<file path="src/rtl/uart_apb_fifo_if.sv">
// APB3 slave bus bundle for uart_apb_fifo; the bench drives the master side.
interface uart_apb_fifo_if;
    logic        psel;
    logic        penable;
    logic        pwrite;
    logic [31:0] padd;
    logic [31:0] pwdata;
    logic [31:0] prdata;
    logic        pready;
    logic        pslverr;

    modport master (output psel, penable, pwrite, padd, pwdata,
                    input  prdata, pready, pslverr);
    modport slave  (input  psel, penable, pwrite, padd, pwdata,
                    output prdata, pready, pslverr);
endinterface

</file>
<file path="src/rtl/uart_apb_fifo.sv">
// APB-attached UART with TX/RX FIFOs, programmable baud divisor and level interrupt.
// Optional parity: define UART_APB_FIFO_PARITY_EN to add CTRL[5] parity_en / CTRL[6] odd.

module uart_apb_fifo_sfifo #(
    parameter int W     = 8,
    parameter int DEPTH = 16
) (
    input  logic         clk,
    input  logic         rst,
    input  logic         i_push,
    input  logic [W-1:0] i_wdata,
    input  logic         i_pop,
    output logic [W-1:0] o_rdata,
    output logic         o_full,
    output logic         o_empty
);
    localparam int AW = $clog2(DEPTH);
    localparam int CW = AW + 1;
    localparam logic [AW:0] FULL_CNT = DEPTH[AW:0];

    logic [W-1:0]  r_mem [DEPTH];
    logic [AW-1:0] r_wptr;
    logic [AW-1:0] r_rptr;
    logic [AW:0]   r_count;
    logic          w_push;
    logic          w_pop;

    assign o_full  = (r_count == FULL_CNT);
    assign o_empty = (r_count == '0);
    // A pop frees the slot a simultaneous push needs; a push never feeds a same-cycle pop.
    assign w_pop   = i_pop & ~o_empty;
    assign w_push  = i_push & (~o_full | i_pop);
    assign o_rdata = r_mem[r_rptr];

    // NOTE: storage has no reset; pointers and count alone define which entries are valid.
    always_ff @(posedge clk) begin
        if (w_push) r_mem[r_wptr] <= i_wdata;
    end

    // NOTE: state registers use non-blocking assignments so every flop samples pre-edge values.
    always_ff @(posedge clk or posedge rst) begin
        if (rst) begin
            r_wptr  <= '0;
            r_rptr  <= '0;
            r_count <= '0;
        end else begin
            if (w_push) r_wptr <= r_wptr + AW'(1);
            if (w_pop)  r_rptr <= r_rptr + AW'(1);
            r_count <= r_count + CW'(w_push) - CW'(w_pop);
        end
    end
endmodule

module uart_apb_fifo #(
    parameter int DATA_W     = 8,
    parameter int FIFO_DEPTH = 16,
    parameter int DIV_W      = 16
) (
    input  logic            pclk,
    input  logic            rst,
    uart_apb_fifo_if.slave  apb,
    input  logic            ser_in,
    output logic            ser_out,
    output logic            irq
);
    typedef enum logic [2:0] {S_IDLE, S_START, S_DATA, S_PARITY, S_STOP} uart_state_e;

    localparam logic [2:0] LAST_BIT = 3'(DATA_W - 1);

    logic [6:0]        r_ctrl;
    logic [DIV_W-1:0]  r_div;
    logic [DIV_W-1:0]  r_baud_cnt;
    logic              r_ovr, r_fe, r_pe, r_irq;
    logic              w_tick;
    logic              w_tx_en, w_rx_en, w_rx_ie, w_tx_ie, w_err_ie;
    logic              w_parity_en, w_par_odd;

    logic              w_tx_push, w_tx_pop, w_tx_full, w_tx_empty;
    logic [DATA_W-1:0] w_tx_rdata;
    logic              w_rx_push, w_rx_pop, w_rx_full, w_rx_empty;
    logic [DATA_W-1:0] w_rx_rdata;

    uart_state_e       r_tx_state, w_tx_state_nxt;
    logic [DATA_W-1:0] r_tx_shift, w_tx_shift_nxt;
    logic              r_tx_par, w_tx_par_nxt;
    logic [3:0]        r_tx_tcnt, w_tx_tcnt_nxt;
    logic [2:0]        r_tx_bcnt, w_tx_bcnt_nxt;
    logic              r_ser_out, w_ser_out_nxt;

    uart_state_e       r_rx_state, w_rx_state_nxt;
    logic [DATA_W-1:0] r_rx_shift, w_rx_shift_nxt;
    logic              r_rx_perr, w_rx_perr_nxt;
    logic [3:0]        r_rx_tcnt, w_rx_tcnt_nxt;
    logic [2:0]        r_rx_bcnt, w_rx_bcnt_nxt;
    logic [2:0]        r_rx_sync;
    logic              w_rx_in, w_rx_fall;
    logic              w_set_ovr, w_set_fe, w_set_pe;

    logic              w_access, w_addr_ok, w_pslverr, w_w1c, w_div_we, w_ctrl_we;
    logic [31:0]       w_prdata, w_status;
    logic              w_unused;

    assign w_tx_en  = r_ctrl[0];
    assign w_rx_en  = r_ctrl[1];
    assign w_rx_ie  = r_ctrl[2];
    assign w_tx_ie  = r_ctrl[3];
    assign w_err_ie = r_ctrl[4];
`ifdef UART_APB_FIFO_PARITY_EN
    assign w_parity_en = r_ctrl[5];
    assign w_par_odd   = r_ctrl[6];
`else
    assign w_parity_en = 1'b0;
    assign w_par_odd   = 1'b0;
`endif
    assign w_unused = ^{apb.pwdata, r_ctrl};

    uart_apb_fifo_sfifo #(.W(DATA_W), .DEPTH(FIFO_DEPTH)) u_tx_fifo (
        .clk(pclk), .rst(rst), .i_push(w_tx_push), .i_wdata(apb.pwdata[DATA_W-1:0]),
        .i_pop(w_tx_pop), .o_rdata(w_tx_rdata), .o_full(w_tx_full), .o_empty(w_tx_empty));

    uart_apb_fifo_sfifo #(.W(DATA_W), .DEPTH(FIFO_DEPTH)) u_rx_fifo (
        .clk(pclk), .rst(rst), .i_push(w_rx_push), .i_wdata(r_rx_shift),
        .i_pop(w_rx_pop), .o_rdata(w_rx_rdata), .o_full(w_rx_full), .o_empty(w_rx_empty));

    // The divisor is only picked up on reload, so a DIV write never shortens the running period.
    assign w_tick = (r_baud_cnt == '0);
    always_ff @(posedge pclk or posedge rst) begin
        if (rst) r_baud_cnt <= '0;
        else     r_baud_cnt <= w_tick ? r_div : r_baud_cnt - DIV_W'(1);
    end

    // ---------------- APB decode ----------------
    assign w_access  = apb.psel & apb.penable;
    assign w_addr_ok = (apb.padd[31:4] == '0) && (apb.padd[1:0] == 2'b00);
    assign w_status  = {24'd0, (r_tx_state != S_IDLE), r_pe, r_fe, r_ovr,
                        w_rx_empty, w_rx_full, w_tx_empty, w_tx_full};

    // NOTE: every always_comb output gets a default first, so no path can infer a latch.
    always_comb begin
        w_prdata  = '0;
        w_pslverr = 1'b0;
        w_tx_push = 1'b0;
        w_rx_pop  = 1'b0;
        w_w1c     = 1'b0;
        w_div_we  = 1'b0;
        w_ctrl_we = 1'b0;
        if (w_access) begin
            if (!w_addr_ok) begin
                w_pslverr = 1'b1;
            end else begin
                case (apb.padd[3:2])
                    2'd0: if (apb.pwrite) begin
                            if (w_tx_full && !w_tx_pop) w_pslverr = 1'b1;
                            else                        w_tx_push = 1'b1;
                        end else begin
                            if (w_rx_empty) w_pslverr = 1'b1;
                            else begin
                                w_rx_pop = 1'b1;
                                w_prdata = 32'(w_rx_rdata);
                            end
                        end
                    2'd1: if (apb.pwrite) w_w1c = 1'b1;    else w_prdata = w_status;
                    2'd2: if (apb.pwrite) w_div_we = 1'b1; else w_prdata = 32'(r_div);
                    default: if (apb.pwrite) w_ctrl_we = 1'b1; else w_prdata = 32'(r_ctrl);
                endcase
            end
        end
    end

    assign apb.pready  = w_access & ~rst;
    assign apb.pslverr = w_pslverr & ~rst;
    assign apb.prdata  = rst ? 32'd0 : w_prdata;

    always_ff @(posedge pclk or posedge rst) begin
        if (rst) begin
            r_ctrl <= '0;
            r_div  <= '0;
            r_ovr  <= 1'b0;
            r_fe   <= 1'b0;
            r_pe   <= 1'b0;
            r_irq  <= 1'b0;
        end else begin
`ifdef UART_APB_FIFO_PARITY_EN
            if (w_ctrl_we) r_ctrl <= apb.pwdata[6:0];
`else
            if (w_ctrl_we) r_ctrl <= {2'b00, apb.pwdata[4:0]};
`endif
            if (w_div_we) r_div <= apb.pwdata[DIV_W-1:0];
            r_ovr <= w_set_ovr | (r_ovr & ~(w_w1c & apb.pwdata[4]));
            r_fe  <= w_set_fe  | (r_fe  & ~(w_w1c & apb.pwdata[5]));
            r_pe  <= w_set_pe  | (r_pe  & ~(w_w1c & apb.pwdata[6]));
            r_irq <= (w_rx_ie & ~w_rx_empty) | (w_tx_ie & w_tx_empty) |
                     (w_err_ie & (r_ovr | r_fe | r_pe));
        end
    end
    assign irq = r_irq;

    // ---------------- Transmitter ----------------
    always_comb begin
        w_tx_state_nxt = r_tx_state;
        w_tx_shift_nxt = r_tx_shift;
        w_tx_par_nxt   = r_tx_par;
        w_tx_tcnt_nxt  = r_tx_tcnt;
        w_tx_bcnt_nxt  = r_tx_bcnt;
        w_ser_out_nxt  = r_ser_out;
        w_tx_pop       = 1'b0;
        if (r_tx_state == S_IDLE) begin
            // tx_en is only looked at here, so clearing it lets a running frame finish.
            if (w_tick && w_tx_en && !w_tx_empty) begin
                w_tx_pop       = 1'b1;
                w_tx_shift_nxt = w_tx_rdata;
                w_tx_par_nxt   = (^w_tx_rdata) ^ w_par_odd;
                w_tx_tcnt_nxt  = '0;
                w_tx_state_nxt = S_START;
                w_ser_out_nxt  = 1'b0;
            end
        end else if (w_tick) begin
            w_tx_tcnt_nxt = r_tx_tcnt + 4'd1;
            if (r_tx_tcnt == 4'd15) begin
                case (r_tx_state)
                    S_START: begin
                        w_tx_state_nxt = S_DATA;
                        w_tx_bcnt_nxt  = '0;
                        w_ser_out_nxt  = r_tx_shift[0];
                    end
                    S_DATA: begin
                        if (r_tx_bcnt == LAST_BIT) begin
                            w_tx_state_nxt = w_parity_en ? S_PARITY : S_STOP;
                            w_ser_out_nxt  = w_parity_en ? r_tx_par : 1'b1;
                        end else begin
                            w_tx_bcnt_nxt  = r_tx_bcnt + 3'd1;
                            w_tx_shift_nxt = r_tx_shift >> 1;
                            w_ser_out_nxt  = r_tx_shift[1];
                        end
                    end
                    S_PARITY: begin
                        w_tx_state_nxt = S_STOP;
                        w_ser_out_nxt  = 1'b1;
                    end
                    default: begin
                        w_tx_state_nxt = S_IDLE;
                        w_ser_out_nxt  = 1'b1;
                    end
                endcase
            end
        end
    end

    // ser_out is a flop loaded with the next bit, so it only changes at bit boundaries.
    always_ff @(posedge pclk or posedge rst) begin
        if (rst) begin
            r_tx_state <= S_IDLE;
            r_tx_shift <= '0;
            r_tx_par   <= 1'b0;
            r_tx_tcnt  <= '0;
            r_tx_bcnt  <= '0;
            r_ser_out  <= 1'b1;
        end else begin
            r_tx_state <= w_tx_state_nxt;
            r_tx_shift <= w_tx_shift_nxt;
            r_tx_par   <= w_tx_par_nxt;
            r_tx_tcnt  <= w_tx_tcnt_nxt;
            r_tx_bcnt  <= w_tx_bcnt_nxt;
            r_ser_out  <= w_ser_out_nxt;
        end
    end
    assign ser_out = r_ser_out;

    // ---------------- Receiver ----------------
    assign w_rx_in   = r_rx_sync[1];
    assign w_rx_fall = r_rx_sync[2] & ~r_rx_sync[1];

    always_comb begin
        w_rx_state_nxt = r_rx_state;
        w_rx_shift_nxt = r_rx_shift;
        w_rx_perr_nxt  = r_rx_perr;
        w_rx_tcnt_nxt  = r_rx_tcnt;
        w_rx_bcnt_nxt  = r_rx_bcnt;
        w_rx_push      = 1'b0;
        w_set_ovr      = 1'b0;
        w_set_fe       = 1'b0;
        w_set_pe       = 1'b0;
        if (r_rx_state == S_IDLE) begin
            if (w_rx_en && w_rx_fall) begin
                w_rx_state_nxt = S_START;
                w_rx_tcnt_nxt  = '0;
                w_rx_perr_nxt  = 1'b0;
            end
        end else if (w_tick) begin
            w_rx_tcnt_nxt = r_rx_tcnt + 4'd1;
            if (r_rx_tcnt == 4'd7) begin
                case (r_rx_state)
                    S_START:  if (w_rx_in) w_rx_state_nxt = S_IDLE;
                    S_DATA:   w_rx_shift_nxt = {w_rx_in, r_rx_shift[DATA_W-1:1]};
                    S_PARITY: w_rx_perr_nxt  = ((^r_rx_shift) ^ w_par_odd) != w_rx_in;
                    S_STOP: begin
                        // Finish at mid-stop so a back-to-back start edge is not missed.
                        w_rx_state_nxt = S_IDLE;
                        if (!w_rx_in)                    w_set_fe  = 1'b1;
                        else if (r_rx_perr)              w_set_pe  = 1'b1;
                        else if (w_rx_full && !w_rx_pop) w_set_ovr = 1'b1;
                        else                             w_rx_push = 1'b1;
                    end
                    default: w_rx_state_nxt = S_IDLE;
                endcase
            end else if (r_rx_tcnt == 4'd15) begin
                case (r_rx_state)
                    S_START: begin
                        w_rx_state_nxt = S_DATA;
                        w_rx_bcnt_nxt  = '0;
                    end
                    S_DATA: begin
                        if (r_rx_bcnt == LAST_BIT) w_rx_state_nxt = w_parity_en ? S_PARITY : S_STOP;
                        else                       w_rx_bcnt_nxt  = r_rx_bcnt + 3'd1;
                    end
                    S_PARITY: w_rx_state_nxt = S_STOP;
                    default:  ;
                endcase
            end
        end
    end

    always_ff @(posedge pclk or posedge rst) begin
        if (rst) begin
            r_rx_sync  <= 3'b111;
            r_rx_state <= S_IDLE;
            r_rx_shift <= '0;
            r_rx_perr  <= 1'b0;
            r_rx_tcnt  <= '0;
            r_rx_bcnt  <= '0;
        end else begin
            r_rx_sync  <= {r_rx_sync[1:0], ser_in};
            r_rx_state <= w_rx_state_nxt;
            r_rx_shift <= w_rx_shift_nxt;
            r_rx_perr  <= w_rx_perr_nxt;
            r_rx_tcnt  <= w_rx_tcnt_nxt;
            r_rx_bcnt  <= w_rx_bcnt_nxt;
        end
    end
endmodule

</file>
<file path="src/flat_wrapper.sv">
// flat-port wrapper written by rule: the top's interface ports become plain ports
module uart_apb_fifo_flat 
#(
    parameter int DATA_W     = 8,
    parameter int FIFO_DEPTH = 16,
    parameter int DIV_W      = 16
)
  (pclk, rst, ser_in, ser_out, irq, apb_psel, apb_penable, apb_pwrite, apb_padd, apb_pwdata, apb_prdata, apb_pready, apb_pslverr);
  uart_apb_fifo_if apb_i ();
  input  logic pclk;
  input  logic rst;
  input  logic ser_in;
  output logic ser_out;
  output logic irq;
  input wire logic [$bits(apb_i.psel)-1:0] apb_psel;
  input wire logic [$bits(apb_i.penable)-1:0] apb_penable;
  input wire logic [$bits(apb_i.pwrite)-1:0] apb_pwrite;
  input wire logic [$bits(apb_i.padd)-1:0] apb_padd;
  input wire logic [$bits(apb_i.pwdata)-1:0] apb_pwdata;
  output wire logic [$bits(apb_i.prdata)-1:0] apb_prdata;
  output wire logic [$bits(apb_i.pready)-1:0] apb_pready;
  output wire logic [$bits(apb_i.pslverr)-1:0] apb_pslverr;
  assign apb_i.psel = apb_psel;
  assign apb_i.penable = apb_penable;
  assign apb_i.pwrite = apb_pwrite;
  assign apb_i.padd = apb_padd;
  assign apb_i.pwdata = apb_pwdata;
  assign apb_prdata = apb_i.prdata;
  assign apb_pready = apb_i.pready;
  assign apb_pslverr = apb_i.pslverr;
  uart_apb_fifo #(.DATA_W(DATA_W), .FIFO_DEPTH(FIFO_DEPTH), .DIV_W(DIV_W)) u_core (.pclk(pclk), .rst(rst), .apb(apb_i), .ser_in(ser_in), .ser_out(ser_out), .irq(irq));
endmodule
</file>
<file path="config.mk">
export PLATFORM = sky130hd
export DESIGN_NAME = uart_apb_fifo_flat
export DESIGN_NICKNAME = d
export VERILOG_FILES = /design/src/rtl/uart_apb_fifo_if.sv /design/src/rtl/uart_apb_fifo.sv /design/src/flat_wrapper.sv
export SDC_FILE = /design/constraint.sdc
export NUM_CORES = 1
export LEC_CHECK = 0
export CAP_MARGIN = 20
export CELL_PAD_IN_SITES_DETAIL_PLACEMENT = 1
export CELL_PAD_IN_SITES_GLOBAL_PLACEMENT = 2
export CORE_ASPECT_RATIO = 1.4
export CORE_MARGIN = 1.5
export CORE_UTILIZATION = 25
export CTS_BUF_LIST = sky130_fd_sc_hd__clkbuf_16
export CTS_CLUSTER_DIAMETER = 50
export DETAILED_ROUTE_END_ITERATION = 10
export GPL_TIMING_DRIVEN = 0
export PLACE_DENSITY = 0.57
export SLEW_MARGIN = 0
export SYNTH_ARGS = -nofsm -noshare
export SYNTH_HDL_FRONTEND = slang
export SYNTH_SLANG_ARGS = --single-unit
export TNS_END_PERCENT = 10
</file>
<file path="constraint.sdc">
create_clock -name pclk -period 4.6 [get_ports pclk]
set_input_delay 0.92 -clock pclk [delete_from_list [all_inputs] [get_ports pclk]]
set_output_delay 0.92 -clock pclk [all_outputs]
set_load 0.1 [all_outputs]
</file>
==> results by group <==
Global routing
  – Number of global-route vias before repair: approximately 9900
  – Remaining global-route overflow: 0
  – Antenna violations before repair: 0
  – First-pass GRT wire length: 63300 µm
  – All-Layer GR Usage: 0.130
  – Largest net degree at the start of global routing: 76

Setup path
  – Crit-path cells: clkbuf_2, clkbuf_1, mux4_2, mux4_2, nand2_1, a311oi_4, clkdlybuf4s15_2
  – Cell repeated most along the worst path: mux4_2
  – Crit start category: flip-flop
  – R2R depth: 14
  – Critical path peak fanout: 10
  – Critical-path cell with the highest stage delay: clkbuf_1
  – Critical path class: flip-flop to primary output
  – Startpoint of the worst register-to-register path: u_core.r_baud_cnt[8]
  – CP arrival: ~3.5 ns
  – Crit path buffers/inverters: 3
  – Critical Path RT: 3.68 ns
  – Top delay family on crit path: buffers and inverters
  – CP max stage delay: 0.63 ns
  – Flop2flop setup slack: 0.87 ns
  – Crit. End Element: primary output
  – RR Endpoint: u_core.u_rx_fifo.r_count[4]

Drt
  – 1st-iter DRT viols: 480
  – Routed Antenna Nets: 0
  – Detailed-route DRC error count: 0
  – Drt first pass iters: 5
  – Via count: 8967
  – Wire per inst: 20.8 µm
  – Via density: around 4.5
  – DRT Wirelength: approximately 41000 µm

Synthesis
  – Compound-Gate Fraction of Synth Area: 0.0425
  – Number of synthesized flops with an enable pin: 256
  – Synth Area in Adders: 0.0263
  – Simple-Gate Fraction of Synth Area: 0.0842
  – Post-synthesis mux area share: 0.137
  – YS warnings: 0
  – Primary FF master, synth: edfxtp_1
  – Cell with the most instances after synthesis: edfxtp_1
  – Area contributors post-synth: edfxtp_1 (49%), dfrtp_1 (16%), mux4_2 (9.7%), ha_1 (2.4%), mux2_2 (2.2%)
  – Post-synth cell types: 66
  – Synth cell count leaders: edfxtp_1 (256), dfrtp_1 (104), mux4_2 (68)
  – Mapped cell area: 15800 µm²
  – Yosys top cell by area: edfxtp_1
  – Syn avg cell area: ~16 µm²
  – Yosys top cell area share: 0.486
  – Synth Area in XOR/XNOR: 0.0238
  – Cell count after synthesis: ~1000
  – FFs w/ async S/R, synth: 0.297
  – Post-synthesis sequential area ratio: 0.657
  – Main combinational cell family by area after synthesis: multiplexers
  – Number of synthesized register bits: ~360

Finish
  – Share of cells above drive strength 1: 0.231
  – Layout Area Growth over Synthesis: 21.3%
  – NumNets Final: between 1000 and 1500
  – Antenna cells: 0
  – Post-Layout Inst Area: about 19000 µm²

Power
  – Peak ir drop on the vdd network: between 200 and 250 µV
  – Pleak: around 7.4 nW
  – Power density over cell area: 363 nW/µm²

STA
  – Fin. Hold Viols: 0
  – Slew HR: 0.323
  – Worst slew pin tran: approximately 1.0 ns
  – Tcrit/Tclk final: 0.953
  – Fmax: ~0.23 GHz
  – Crit path time final: 4.38 ns
  – Final setup vio count: 0
  – Final Slew Violations: 0
  – Final worst hold slack: between 0.3 and 0.4 ns
  – Max Clock Skew: around 0.030 ns
  – Unrepaired setup endpoints after global routing: no

Clock network
  – Root buffer cell: clkbuf_16
  – Total CTS buffers: between 40 and 50
  – CTS max path bufs: 3
  – TritonCTS clock tree: yes
  – Worst-path clk slew: roughly 0.060 ns
  – Clk Latency, worst-skew pair: between 0.5 and 0.6 ns
  – Clock Sinks: between 300 and 400
  – H-tree Lvls: 2

Floorplanning
  – Die W: between 200 and 250 µm
  – FP Rows: about 110
  – I/O pins: 106
  – Core ar.: between 60000 and 70000 µm²
  – Initial Util: 0.254
  – DIE AREA: 64800 µm²
  – Vert. Die Dim: about 300 µm

Placement
  – Number of port buffers: 72
  – Final GP Congestion: roughly 0.75
  – Area post-placement: between 15000 and 20000 µm²
  – Dpl hpwl: approximately 30000 µm

Flow run
  – Max-Cap Viols: 0

Hold path
  – Hold/Removal Path Class: flip-flop to flip-flop
  – Hold-critical path depth: 0
  – Hold_sp: u_core.r_rx_sync[0]
  – Min-Delay Endpoint: u_core.r_rx_sync[1]

Status
  – Outcome: complete, no violations
## cells in the final DEF, fill, tap and decap left out, drive strengths merged, types with 19 or more instances in the layout
cell type	count
a21oi	32
buf	54
clkbuf	70
clkdlybuf4s50	55
clkinv	19
dfrtp	104
edfxtp	256
ha	30
inv	43
mux2	31
mux4	75
nand2	67
nand3	22
nor2	45
nor3	24
o21ai	37
xnor2	29
## state kept, by name (all words and copies together) (netlist names), 3 cells and up
register and cells:
u_core.u_tx_fifo.r_count 5, u_core.r_div 16, u_core.u_rx_fifo.r_rptr 4, u_core.u_rx_fifo.r_mem 128
u_core.r_tx_bcnt 3, u_core.r_rx_sync 3, u_core.r_rx_state 3, u_core.r_rx_shift 8
u_core.u_rx_fifo.r_wptr 4, u_core.u_rx_fifo.r_count 5, u_core.r_rx_bcnt 3, u_core.r_rx_tcnt 4
u_core.r_tx_tcnt 4, u_core.r_baud_cnt 16, u_core.r_tx_shift 8, u_core.r_tx_state 3
u_core.u_tx_fifo.r_mem 128, u_core.r_ctrl 5, u_core.u_tx_fifo.r_wptr 4, u_core.u_tx_fifo.r_rptr 4
## per-stage QoR
stage | setup slack [ns] | util | std cells | power [W] | TNS [ns]
6_report | 0.215 | 0.308 | 1996 | 0.00696 | 0
5_1_grt | 0.0464 | 0.308 | 1996 | 0.00717 | 0
3_3_place_gp | -2.44 | 0.284 | 1911 | 0.00376 | -435.88
2_1_floorplan | -0.329 | - | 1014 | 0.00367 | -0.329
4_1_cts | 0.0124 | 0.307 | 1996 | 0.00706 | 0
3_5_place_dp | -2.36 | 0.286 | 1917 | 0.00376 | -207.77
## layout make-up
class,count,area [µm²]
Timing Repair Buffer,80,787
Clock inverter,35,289
Tap cell,825,1030
Fill cell,6455,43100
Inverter,32,125
Sequential cell,364,10400
Multi-Input combinational cell,560,5170
Buffer,58,340
Clock buffer,42,1050
## worst max path at each step
stage                                           start                     endpoint  slack, ns  cells past startpoint
after floorplan           u_core.u_tx_fifo.r_count[3]                  apb_pslverr      -0.33                      8
after global placement                    apb_padd[0]               apb_prdata[14]      -2.44                      8
after detailed placement                  apb_padd[0]               apb_prdata[14]      -2.36                      8
after CTS                                 apb_padd[0]                apb_prdata[6]       0.01                      9
after global routing                      apb_padd[0]  u_core.u_rx_fifo.r_count[4]       0.05                     17
final                      u_core.u_rx_fifo.r_rptr[2]                apb_prdata[2]       0.22                      7
## routing by layer
metal	part of all wire	routed length [µm]	global-route usage
met3	0.031	1270	0.0206
met1	0.39	16300	0.147
met2	0.55	22800	0.249
met4	0.027	1110	0.0433
met5	0	0	0
## power by group
| part | internal, W | leakage (nW) | switching (W) |
|---|---|---|---|
| Clock | 0.00181 | 0.677 | 0.00145 |
| Combinational | 0.0000599 | 2.64 | 0.000133 |
| Sequential | 0.00350 | 4.09 | 0.00000137 |
## cell families (layout without fill, tap and decap cells)
family	Yosys count	after routing
adder cells (fa/ha/maj)	32	32
flip-flops	364	364
XOR/XNOR	43	43
other	1	16
multiplexers	116	116
buffers and inverters	90	247
AO/OA/AOI/OAI	108	108
AND/OR/NAND/NOR	245	245
## timing repair
action                                  4_1_cts  5_1_grt
endpoints found under the setup margin      176       17
gates resized for setup                      97       17
setup buffers                                 2        0
pin swaps                                     1        0
hold buffers                                  0        0
(Power assumes the default switching activity.)
